--- src/rtl/delta_pkg.sv ---
// delta_pkg: shared constants, FSM state and event type for the delta-spike link
package delta_pkg;
  localparam int DELTA_WIDTH = 8;
  localparam int DELTA_THRESHOLD = 50;
  typedef enum logic [1:0] {IDLE, APPLY, LEAK} state_t;
  typedef struct packed {
    logic                   sign;
    logic [DELTA_WIDTH-1:0] mag;
  } delta_evt_t;
endpackage

--- src/rtl/delta_spike_decoder_if.sv ---
// delta_spike_decoder_if: valid/ready delta-event stream into the decoder
interface delta_spike_decoder_if
  import delta_pkg::*;
#(
  parameter int WIDTH = DELTA_WIDTH
);
  logic             in_valid;
  logic             in_ready;
  logic             in_sign;
  logic [WIDTH-1:0] in_mag;
  modport master(output in_valid, in_mag, in_sign, input in_ready);
  modport slave(input in_valid, in_mag, in_sign, output in_ready);
endinterface

--- src/rtl/delta_event_fifo.sv ---
// delta_event_fifo: synchronous power-of-two FIFO holding delta events
module delta_event_fifo
  import delta_pkg::*;
#(
  parameter int  DEPTH = 4,
  parameter type T     = delta_evt_t
) (
  input  logic                   clk,
  input  logic                   rst_n,
  input  logic                   push,
  input  logic                   pop,
  input  T                       din,
  output T                       dout,
  output logic                   full,
  output logic                   empty,
  output logic [$clog2(DEPTH):0] level
);
  localparam int AW = $clog2(DEPTH);
  localparam int LW = AW + 1;
  T mem [DEPTH];
  logic [AW-1:0] wr_ptr, rd_ptr;
  assign dout  = mem[rd_ptr];
  assign full  = level == LW'(DEPTH);
  assign empty = level == '0;
  always_ff @(posedge clk) if (push) mem[wr_ptr] <= din;
  always_ff @(posedge clk or negedge rst_n) begin
    if (!rst_n) begin
      wr_ptr <= '0;
      rd_ptr <= '0;
      level  <= '0;
    end else begin
      if (push) wr_ptr <= wr_ptr + 1'b1;
      if (pop) rd_ptr <= rd_ptr + 1'b1;
      level <= level + LW'(push) - LW'(pop);
    end
  end
endmodule

--- src/rtl/delta_spike_decoder.sv ---
// delta_spike_decoder: integrates buffered delta events into a saturating reconstructed state
// Define DELTA_DEC_LEAK_EN to compile in the idle-time leak of recon toward 0.
module delta_spike_decoder
  import delta_pkg::*;
#(
  parameter int WIDTH       = DELTA_WIDTH,
  parameter int DEPTH       = 4,
  parameter int THRESHOLD   = DELTA_THRESHOLD,
  parameter int LEAK_PERIOD = 16,
  parameter int LEAK_SHIFT  = 3
) (
  input  logic                   clk,
  input  logic                   rst_n,
  delta_spike_decoder_if.slave   evt,
  input  logic                   clr_flags,
  output logic [WIDTH-1:0]       recon,
  output logic                   recon_valid,
  output logic                   sat_flag,
  output logic                   err_flag,
  output logic [$clog2(DEPTH):0] fifo_level
);
  localparam int LW = $clog2(DEPTH) + 1;
  localparam logic [WIDTH-1:0] THR = WIDTH'(THRESHOLD);
  if (DEPTH < 2 || (DEPTH & (DEPTH - 1)) != 0) begin : g_chk_depth
    $error("DEPTH must be a power of two >= 2");
  end
  if (LEAK_PERIOD < 2 || LEAK_SHIFT < 1 || LEAK_SHIFT >= WIDTH) begin : g_chk_leak
    $error("LEAK_PERIOD must be >= 2 and LEAK_SHIFT within 1..WIDTH-1");
  end
  state_t state;
  delta_evt_t din, head;
  logic full, empty, push, pop, legal, ovf, nonempty_next, leak_go;
  logic [WIDTH:0] sum, diff;
  logic [WIDTH-1:0] upd;
  assign evt.in_ready  = !full;
  assign push          = evt.in_valid && !full;
  assign pop           = state == APPLY && !empty;
  assign din           = '{sign: evt.in_sign, mag: evt.in_mag};
  assign nonempty_next = push || fifo_level > LW'(1);
  delta_event_fifo #(.DEPTH(DEPTH), .T(delta_evt_t)) u_fifo (
    .clk  (clk),
    .rst_n(rst_n),
    .push (push),
    .pop  (pop),
    .din  (din),
    .dout (head),
    .full (full),
    .empty(empty),
    .level(fifo_level)
  );
  // One extra bit catches both overflow above 2^WIDTH-1 and borrow below 0.
  assign sum   = {1'b0, recon} + {1'b0, head.mag};
  assign diff  = {1'b0, recon} - {1'b0, head.mag};
  assign legal = head.mag >= THR;
  assign ovf   = head.sign ? diff[WIDTH] : sum[WIDTH];
  assign upd   = head.sign ? (diff[WIDTH] ? '0 : diff[WIDTH-1:0])
                           : (sum[WIDTH] ? '1 : sum[WIDTH-1:0]);
`ifdef DELTA_DEC_LEAK_EN
  localparam int CW = $clog2(LEAK_PERIOD);
  logic [CW-1:0] idle_cnt;
  logic [WIDTH-1:0] leak_step;
  assign leak_step = recon >> LEAK_SHIFT;
  // A push landing on the leak point wins; the leak waits for a fresh idle period.
  assign leak_go = state == IDLE && empty && !push && idle_cnt == CW'(LEAK_PERIOD - 1);
  always_ff @(posedge clk or negedge rst_n) begin
    if (!rst_n) idle_cnt <= '0;
    else idle_cnt <= (state == IDLE && !push && !leak_go) ? idle_cnt + 1'b1 : '0;
  end
`else
  assign leak_go = 1'b0;
`endif
  always_ff @(posedge clk or negedge rst_n) begin
    if (!rst_n) begin
      state       <= IDLE;
      recon       <= '0;
      recon_valid <= 1'b0;
      sat_flag    <= 1'b0;
      err_flag    <= 1'b0;
    end else begin
      state       <= leak_go ? LEAK : nonempty_next ? APPLY : IDLE;
      recon_valid <= 1'b0;
      if (pop && legal) begin
        recon       <= upd;
        recon_valid <= 1'b1;
      end
`ifdef DELTA_DEC_LEAK_EN
      else if (state == LEAK && leak_step != '0) begin
        recon       <= recon - leak_step;
        recon_valid <= 1'b1;
      end
`endif
      sat_flag <= (pop && legal && ovf) || (sat_flag && !clr_flags);
      err_flag <= (pop && !legal) || (err_flag && !clr_flags);
    end
  end
endmodule

--- src/flat_wrapper.sv ---
// flat-port wrapper written by rule: the top's interface ports become plain ports
module delta_spike_decoder_flat import delta_pkg::*;
#(
  parameter int WIDTH       = DELTA_WIDTH,
  parameter int DEPTH       = 4,
  parameter int THRESHOLD   = DELTA_THRESHOLD,
  parameter int LEAK_PERIOD = 16,
  parameter int LEAK_SHIFT  = 3
)
  (clk, rst_n, clr_flags, recon, recon_valid, sat_flag, err_flag, fifo_level, evt_in_valid, evt_in_mag, evt_in_sign, evt_in_ready);
  delta_spike_decoder_if #(.WIDTH(WIDTH)) evt_i ();
  input  logic clk;
  input  logic rst_n;
  input  logic clr_flags;
  output logic [WIDTH-1:0] recon;
  output logic recon_valid;
  output logic sat_flag;
  output logic err_flag;
  output logic [$clog2(DEPTH):0] fifo_level;
  input wire logic [$bits(evt_i.in_valid)-1:0] evt_in_valid;
  input wire logic [$bits(evt_i.in_mag)-1:0] evt_in_mag;
  input wire logic [$bits(evt_i.in_sign)-1:0] evt_in_sign;
  output wire logic [$bits(evt_i.in_ready)-1:0] evt_in_ready;
  assign evt_i.in_valid = evt_in_valid;
  assign evt_i.in_mag = evt_in_mag;
  assign evt_i.in_sign = evt_in_sign;
  assign evt_in_ready = evt_i.in_ready;
  delta_spike_decoder #(.WIDTH(WIDTH), .DEPTH(DEPTH), .THRESHOLD(THRESHOLD), .LEAK_PERIOD(LEAK_PERIOD), .LEAK_SHIFT(LEAK_SHIFT)) u_core (.clk(clk), .rst_n(rst_n), .evt(evt_i), .clr_flags(clr_flags), .recon(recon), .recon_valid(recon_valid), .sat_flag(sat_flag), .err_flag(err_flag), .fifo_level(fifo_level));
endmodule
--- config.mk ---
export PLATFORM = sky130hd
export DESIGN_NAME = delta_spike_decoder_flat
export DESIGN_NICKNAME = d
export VERILOG_FILES = /design/src/rtl/delta_pkg.sv /design/src/rtl/delta_spike_decoder_if.sv /design/src/rtl/delta_event_fifo.sv /design/src/rtl/delta_spike_decoder.sv /design/src/flat_wrapper.sv
export SDC_FILE = /design/constraint.sdc
export NUM_CORES = 1
export LEC_CHECK = 0
export ABC_AREA = 1
export CORE_MARGIN = 4
export CORE_UTILIZATION = 50
export DETAILED_ROUTE_END_ITERATION = 16
export GPL_ROUTABILITY_DRIVEN = 0
export HOLD_SLACK_MARGIN = 0.08
export PLACE_DENSITY_LB_ADDON = 0.08
export SLEW_MARGIN = 20
export SYNTH_ARGS = -nofsm -noshare
export SYNTH_HDL_FRONTEND = slang
export SYNTH_SLANG_ARGS = --single-unit
--- constraint.sdc ---
create_clock -name clk -period 4.6 [get_ports clk]
set_input_delay 0.46 -clock clk [delete_from_list [all_inputs] [get_ports clk]]
set_output_delay 0.46 -clock clk [all_outputs]
set_load 0.05 [all_outputs]
=== Word level (Yosys, flattened, before mapping) ===
Memories as Yosys holds them, arrays and structs flattened.
Cells that the tools add are included.

* Register bits after elaboration: 20
* Bits in writable memories: 36
* Bits of input ports: 13
* Output and inout port bits: 15
* Word-level logic and storage cells: 42
* Memories: 1

* Add/subtract/negate cells: 6
* Magnitude comparators: 2
* Equal/unequal tests: 2
* Mux-type cells: 8
* Reduce and logical (&&, ||, !) cells: 15

{| class="wikitable"
|+ Memory list
! name !! words !! width !! rd ports !! clocked after Yosys merged registers in !! wr ports !! RTL line !! RTL
|-
| u_core.u_fifo.mem || 4 || 9 || 1 || 0 || 1 || delta_event_fifo.sv:20 || <nowiki>T mem [DEPTH];</nowiki>
|}

{| class="wikitable"
|+ Operator list
! operator !! number
|-
| $mux 8 || 3
|-
| $add 8x8->9 || 1
|-
| $sub 8x8->9 || 1
|-
| $ge 8x6->1 const B || 1
|-
| $logic_and 1x1->1 || 7
|-
| $mux 1 || 5
|-
| $add 2x1->2 const B || 2
|-
| $logic_not 1->1 || 4
|-
| $add 3x1->3 || 1
|-
| $eq 3x3->1 const B || 1
|-
| $gt 3x1->1 const B || 1
|-
| $logic_not 3->1 || 1
|-
| $logic_or 1x1->1 || 3
|-
| $sub 3x1->3 || 1
|-
| $eq 2x1->1 const B || 1
|}

=== Longest topological paths before layout ===
Gate-level depths: netlist of run 1.

* Depth in word-level cells: 6
* Gate-level depth with buffers: 17

=== Modules after synthesis ===
Synthesis of run 1 repeated with hierarchy kept, for this count alone.

* Cell total of the unflattened synthesis: 406
* Area total of the unflattened synthesis: 3,330.7 µm²

{| class="wikitable"
|+ Modules (own cells, without submodules)
! module !! instances !! cells an instance !! area each (µm²) !! sequential area each (µm²)
|-
| delta_event_fifo || 1 || 186 || 1,921.8 || 1,256.2
|-
| delta_spike_decoder || 1 || 220 || 1,408.9 || 300.3
|}

=== Worst setup path before layout of run 1 ===
No wires, ideal clock.

* Path kind: flip-flop to flip-flop
* From: register u_core.u_fifo.level[0]
* To: register u_core.u_fifo.level[2]
* Setup time: 0.123 ns
* Arrival time: 2.454 ns
* Required time: 4.477 ns
* Setup slack: 2.023 ns
* Stages on the path, launching flop included: 9
* Buffers on the path: 0
* Cells stage by stage: dfrtp_1 -> nor2_1 -> nand2_1 -> nand2_1 -> ha_1 -> inv_1 -> ha_1 -> fa_1 -> xnor2_1

* Word-level cells in the longest chain between the ends: 5
* Elaborated cells between the ends (all ways): 8

{| class="wikitable"
|+ Ends and longest elaborated chain
! element !! RTL line !! RTL
|-
| start, declared || delta_event_fifo.sv:16 || <nowiki>output logic [$clog2(DEPTH):0] level</nowiki>
|-
| start signal, assigned || delta_event_fifo.sv:34 || <nowiki>level <= level + LW'(push) - LW'(pop);</nowiki>
|-
| $eq 3x3->1 || delta_event_fifo.sv:23 || <nowiki>assign full = level == LW'(DEPTH);</nowiki>
|-
| $logic_not 1->1 || n/a ||
|-
| net evt_in_ready || flat_wrapper.sv:23 || <nowiki>output wire logic [$bits(evt_i.in_ready)-1:0] evt_in_ready;</nowiki>
|-
| $logic_and 1x1->1 || delta_spike_decoder.sv:36 || <nowiki>assign push = evt.in_valid && !full;</nowiki>
|-
| $add 3x1->3 || delta_event_fifo.sv:34 ||
|-
| $sub 3x1->3 || delta_event_fifo.sv:34 ||
|}

The timed path passes the listed nets, and every way through them passes these cells.
A chain may end at the register's enable or synchronous reset.

=== Final worst setup path of run 1 ===
* From: register u_core.u_fifo.rd_ptr[0]
* To: register u_core.recon[1]

* Word-level cells in the longest chain between the ends: 4
* Elaborated cells between the ends (all ways): 8

{| class="wikitable"
|+ Ends and longest elaborated chain
! element !! RTL line !! RTL
|-
| start, declared || delta_event_fifo.sv:21 || <nowiki>logic [AW-1:0] wr_ptr, rd_ptr;</nowiki>
|-
| start signal, assigned || delta_event_fifo.sv:33 || <nowiki>if (pop) rd_ptr <= rd_ptr + 1'b1;</nowiki>
|-
| $mem_v2 4x9 (*) || n/a ||
|-
| $add 8x8->9 or $sub 8x8->9 (tied branches) || delta_spike_decoder.sv:52, delta_spike_decoder.sv:53 ||
|-
| $mux 8 (on tied branches) || delta_spike_decoder.sv:57, delta_spike_decoder.sv:56 ||
|-
| $mux 8 || delta_spike_decoder.sv:56 || <nowiki>assign upd = head.sign ? (diff[WIDTH] ? '0 : diff[WIDTH-1:0])</nowiki>
|-
| end signal, assigned || delta_spike_decoder.sv:83 || <nowiki>recon <= upd;</nowiki>
|-
| end, declared || delta_spike_decoder.sv:16 || <nowiki>output logic [WIDTH-1:0] recon,</nowiki>
|}

Mark *: on every way between the ends. The rest lies on a longest branch, timed or not.

==> impl_metrics.ini, run 1 <==
[placement]
io_buffers = 27
hpwl_um = 4885
place_ws_ns = 1.624

[sta]
fmax_mhz = 332.7
grt_setup_unrepaired = false
hold_viol = 0
fin_skew_ns = 0.003744
tightest_slew_ns = 0.9366
slew_headroom_pct = 37.37
slew_viol_final = 0
worst_slack_ns = 1.594
setup_tns_ns = 0
hold_ws_ns = 0.5017
min_period_ns = 3.006
period_share_pct = 65.34
setup_viol = 0

[final_layout]
mostFrequentLayoutCells = nand2_1 (123), inv_1 (40), edfxtp_1 (36)
nets = 427
n_antenna_cell = 0
syn_to_final_growth_pct = 12.29
post_route_cells_drive_above_1_share_pct = 5.928
final_common_cell = nand2_1

[clocking]
cts_hold_buffers = 0
cts-root-buf = clkbuf_8
cts_buffer_depth = 2
htree_levels = 2
clock-sinks = 55
cts_tree = built
post-cts-setup-buffers = 0
clk-insertion-delay-late_ns = 0.31
cts_resized = 0
cts_inserted_buffers = 5
path_clk_slew_ns = 0.10

[grt]
grt_max_degree = 21
antenna_found_initial = 0
grtUsageTotal_pct = 18.01
grt_pass1_vias = 2269
grt_pass1_wl_um = 10610
grt_overflow = 0

[setup_path]
critPathMostFrequentCell = nand2_1
cp_max_fo = 20
path_cells = inv_2 -> o21ai_0 -> o22ai_1 -> ha_1 -> fa_1 -> nand2_1 -> nand2_1 -> nand2_1 -> nor2_1 -> nor2_4 -> inv_2 -> o21bai_1 -> nand2_1 -> nand2_1 -> nand2_1
cp_slowest_stage_delay_ns = 0.74
worstReg2RegStart = u_core.u_fifo.rd_ptr[0]
path_delay_family = flip-flops
cp-start-kind = register
worst-setup-path-type = reg2reg
cp_slowest_cell = dfrtp_1
arrival_ns = 3.21
critPathBufInv = 2
required_ns = 4.81
worstSetupStartpoint = u_core.u_fifo.rd_ptr[0]
endpoint_kind = register

[synth]
synth_edf_count = 36
synthDistinctLibCells = 28
syn_area_mm2 = 0.003177
yosys.area.top_type = edfxtp_1
async_flop_share_pct = 34.55
ys_seq_elements = 55
yosys_warnings = 0
synthTopCellsByArea = edfxtp_1 (34%), dfrtp_1 (15%), nand2_1 (15%), ha_1 (9.5%), inv_1 (4.7%)
syn_nets = 402
synth_cells = 362
netlist.area_leader.share_pct = 34.03
synth-main-ff-cell = edfxtp_1
ys_seq_area_share_pct = 49.00
syn_area_per_cell_um2 = 8.776

[floorplan]
core_mm2 = 0.006026
die_x_um = 87.71
core.rowCount = 28
dieArea_mm2 = 0.007693
start_util_pct = 52.72
io_pins = 28
die_h_um = 87.71

[detailed_routing]
drt_iter0_markers = 57
via_count = 2328
postRouteAntennaNets = 0
wl_per_cell_um = 13.70
drc = 0
dr.pass1.iters = 4
viasPerCell = 5.028
drt_wl_total_um = 6341

[outcome]
outcome = completed

[hold_path]
hp-class = reg2reg
min_from = u_core.err_flag

[run]
drv_cap = 0
==> stage by stage <==
| step | std cells | area, µm² | util [%] |
|---|---|---|---|
| final | 463 | 3567 | 59.20 |
| after global placement | 455 | 3475 | 57.66 |
| after detailed placement | 455 | 3475 | 57.66 |
| after CTS | 463 | 3567 | 59.20 |
| after floorplan | 362 | 3177 | - |
| after global routing | 463 | 3567 | 59.20 |
==> tightest hold or removal path, cell delays in order (launching register included) <==
cell and delay, ns:
dfrtp_1 0.36, nand2_1 0.06, o21ai_0 0.06
==> logic make-up (layout without fill, tap and decap cells) <==
kind of cell | count (synthesis) | in the layout | share of synthesized area [%]
fa+ha+maj | 27 | 27 | 11.34
flops | 55 | 55 | 49.00
xor+xnor | 9 | 9 | 2.481
simple gates | 192 | 192 | 25.29
buf+inv | 55 | 81 | 7.522
compound gates | 24 | 24 | 4.372
==> routing by layer <==
metal	share of wire (%)	GRT usage (%)
met1	45	23.64
met2	50	30.55
met3	3.2	3.010
met4	1.6	5.579
met5	0	0
==> cell usage after synthesis (5+ instances only) <==
library cell	n
dfrtp_1	19
nand2_1	123
nor2_1	25
o21ai_0	6
nand2_2	5
inv_1	40
edfxtp_1	36
buf_2	5
xor2_1	8
ha_1	24
nand3_1	30
a21oi_1	9
inv_2	6
==> worst paths after layout <==
check                                           to  slack, ns  depth (start not counted)
min reg2reg                        u_core.err_flag       0.50                          2
min                                u_core.err_flag       0.50                          2
max in group asynchronous  u_core.u_fifo.wr_ptr[0]       3.36                          1
max                                u_core.recon[1]       1.59                         15
min in group asynchronous          u_core.recon[2]       0.66                          1
max reg2reg                        u_core.recon[1]       1.59                         15
==> final cells by class <==
cell class              instances  area, µm²
clock inverters                 3      23.77
multi-input cells             252       1381
well taps                      75      93.84
inverters                      46      172.7
repair buffers                 27      270.3
flip-flops and latches         55       1556
clock buffers                   5      68.82
fillers                       556       2459
==> registers in the layout, summed over array words and instances, names as in the netlist <==
signal / flops
u_core.recon: 8
u_core.u_fifo.mem: 36
u_core.err_flag: 1
u_core.recon_valid: 1
u_core.u_fifo.rd_ptr: 2
u_core.u_fifo.level: 3
u_core.sat_flag: 1
u_core.u_fifo.wr_ptr: 2
u_core.state: 1
Power of run 1 is left out: the tool's default activity adds up to more than one toggle a clock period on the data nets, which glitch-free logic cannot reach.
==> inputs of run 2 (changes only) <==
==> constraint.sdc (replaced) <==
create_clock -name clk -period 2.5 [get_ports clk]
set_input_delay 0.25 -clock clk [delete_from_list [all_inputs] [get_ports clk]]
set_output_delay 0.25 -clock clk [all_outputs]
set_load 0.05 [all_outputs]
==> impl_metrics.ini, run 2 (synthesized netlist as in run 1, its figures left out) <==
[setup_path]
cp-start-kind = register
endpoint_kind = register
arrival_ns = 2.59
rr_worst_depth = 14
worst-setup-path-type = reg2reg
worstReg2RegStart = u_core.u_fifo.rd_ptr[0]
reg2reg_to = u_core.recon[1]
cp_max_fo = 7
required_ns = 2.71
r2r_slack_ns = 0.12

[clocking]
path_clk_slew_ns = 0.10
htree_levels = 2
clk-insertion-delay-late_ns = 0.30
cts_inserted_buffers = 5
clock-sinks = 55
cts_buffer_depth = 2
cts-root-buf = clkbuf_8
cts_tree = built

[floorplan]
io_pins = 28
dieArea_mm2 = 0.007693
start_util_pct = 52.72
core.rowCount = 28
die_x_um = 87.71
core_mm2 = 0.006026
die_h_um = 87.71

[placement]
io_buffers = 27
dpl.cell_count = 468
hpwl_um = 4845

[sta]
min_period_ns = 2.380
hold_viol = 0
tightest_slew_ns = 0.5105
slew_viol_final = 0
slew_headroom_pct = 65.86
fmax_mhz = 420.2
fin_skew_ns = 0.006595
setup_viol = 0
period_share_pct = 95.19

[detailed_routing]
wl_per_cell_um = 13.55
via_count = 2402
drt_wl_total_um = 6544
viasPerCell = 4.973
drt_iter0_markers = 84
drc = 0
dr.pass1.iters = 4
postRouteAntennaNets = 0

[outcome]
outcome = completed

[final_layout]
utilization_pct = 62.87
stdcell_count = 483
fillCellCount = 521
n_antenna_cell = 0
regMostFlops = u_core.u_fifo.mem
post_route_cells_drive_above_1_share_pct = 13.97
mostFrequentLayoutCells = nand2_1 (120), inv_1 (39), edfxtp_1 (36)
final_common_cell = nand2_1
syn_to_final_growth_pct = 19.26
largest_reg_flops = 36
nets = 447
reg.largest.list = u_core.u_fifo.mem: 36 flops, u_core.recon: 8 flops, u_core.u_fifo.level: 3 flops

[grt]
grt_max_degree = 20
grt_overflow = 0
antenna_found_initial = 0
grtUsageTotal_pct = 18.40
grt_pass1_wl_um = 10960
grt_pass1_vias = 2321

[run]
drv_cap = 0

[hold_path]
hp-class = in2async
run 2: worst max-delay path by stage:
stage / start / to / slack, ns / depth (start not counted)
floorplan: u_core.u_fifo.level[1] / u_core.u_fifo.level[2] / 0.11 / 8
global placement: u_core.u_fifo.rd_ptr[1] / u_core.sat_flag / -0.0001 / 13
detailed placement: u_core.u_fifo.rd_ptr[0] / u_core.sat_flag / -0.03 / 13
CTS: u_core.u_fifo.rd_ptr[0] / u_core.sat_flag / 0.03 / 13
global route: u_core.u_fifo.rd_ptr[0] / u_core.recon[1] / -0.05 / 14
finish: u_core.u_fifo.rd_ptr[0] / u_core.recon[1] / 0.12 / 14
run 2: timing repair:
item / 4_1_cts / 5_1_grt
hold buffers: 0 / 0
endpoints found under the setup margin: 7 / 9
buffers inserted: 3 / 4
resized for setup: 2 / 17
pin swaps: 0 / 4
run 2: per-layer routing:
| layer | up-vias | wire [µm] | track usage (%) |
|---|---|---|---|
| met5 | - | 0 | 0 |
| met4 | 0 | 119 | 5.858 |
| met3 | 11 | 210 | 2.352 |
| met2 | 33 | 3171 | 30.75 |
| met1 | 1118 | 3042 | 24.92 |
| li1 | 1240 | - | - |
run 2: metrics by stage:
| stage | hold WS [ns] | instance area, µm² | setup WS (ns) | TNS [ns] |
|---|---|---|---|---|
| final | 0.2786 | 3789 | 0.1203 | 0 |
| after global routing | 0.3118 | 3789 | -0.05085 | -0.05781 |
| after CTS | 0.2853 | 3706 | 0.02668 | 0 |
| after detailed placement | 0.4747 | 3588 | -0.02980 | -0.05400 |
| after global placement | 0.4661 | 3588 | -0.0001021 | -0.0001021 |
| after floorplan | -0.04559 | 3181 | 0.1064 | 0 |
run 2: final cells by class:
cell class	count	area (µm²)	share of cell area (%)
clock inverter	3	22.52	0.5945
timing repair buffer	47	432.9	11.43
inverter	46	177.7	4.690
multi-input combinational	252	1434	37.85
sequential	55	1559	41.15
tap	75	93.84	2.477
clock buffer	5	68.82	1.816
run 2: worst max-delay path, stage by stage, from the launching register on:
cell and delay (ns):
dfrtp_2 0.46, o21ai_1 0.19, o22ai_2 0.12, ha_1 0.23
fa_2 0.36, nand2_1 0.07, nand2_1 0.07, nand2_2 0.08
nor2_1 0.07, nor2_4 0.21, inv_2 0.07, o21bai_1 0.16
nand2_1 0.07, nand2_1 0.06, nand2_1 0.05
Power of run 2 is left out for the same reason.
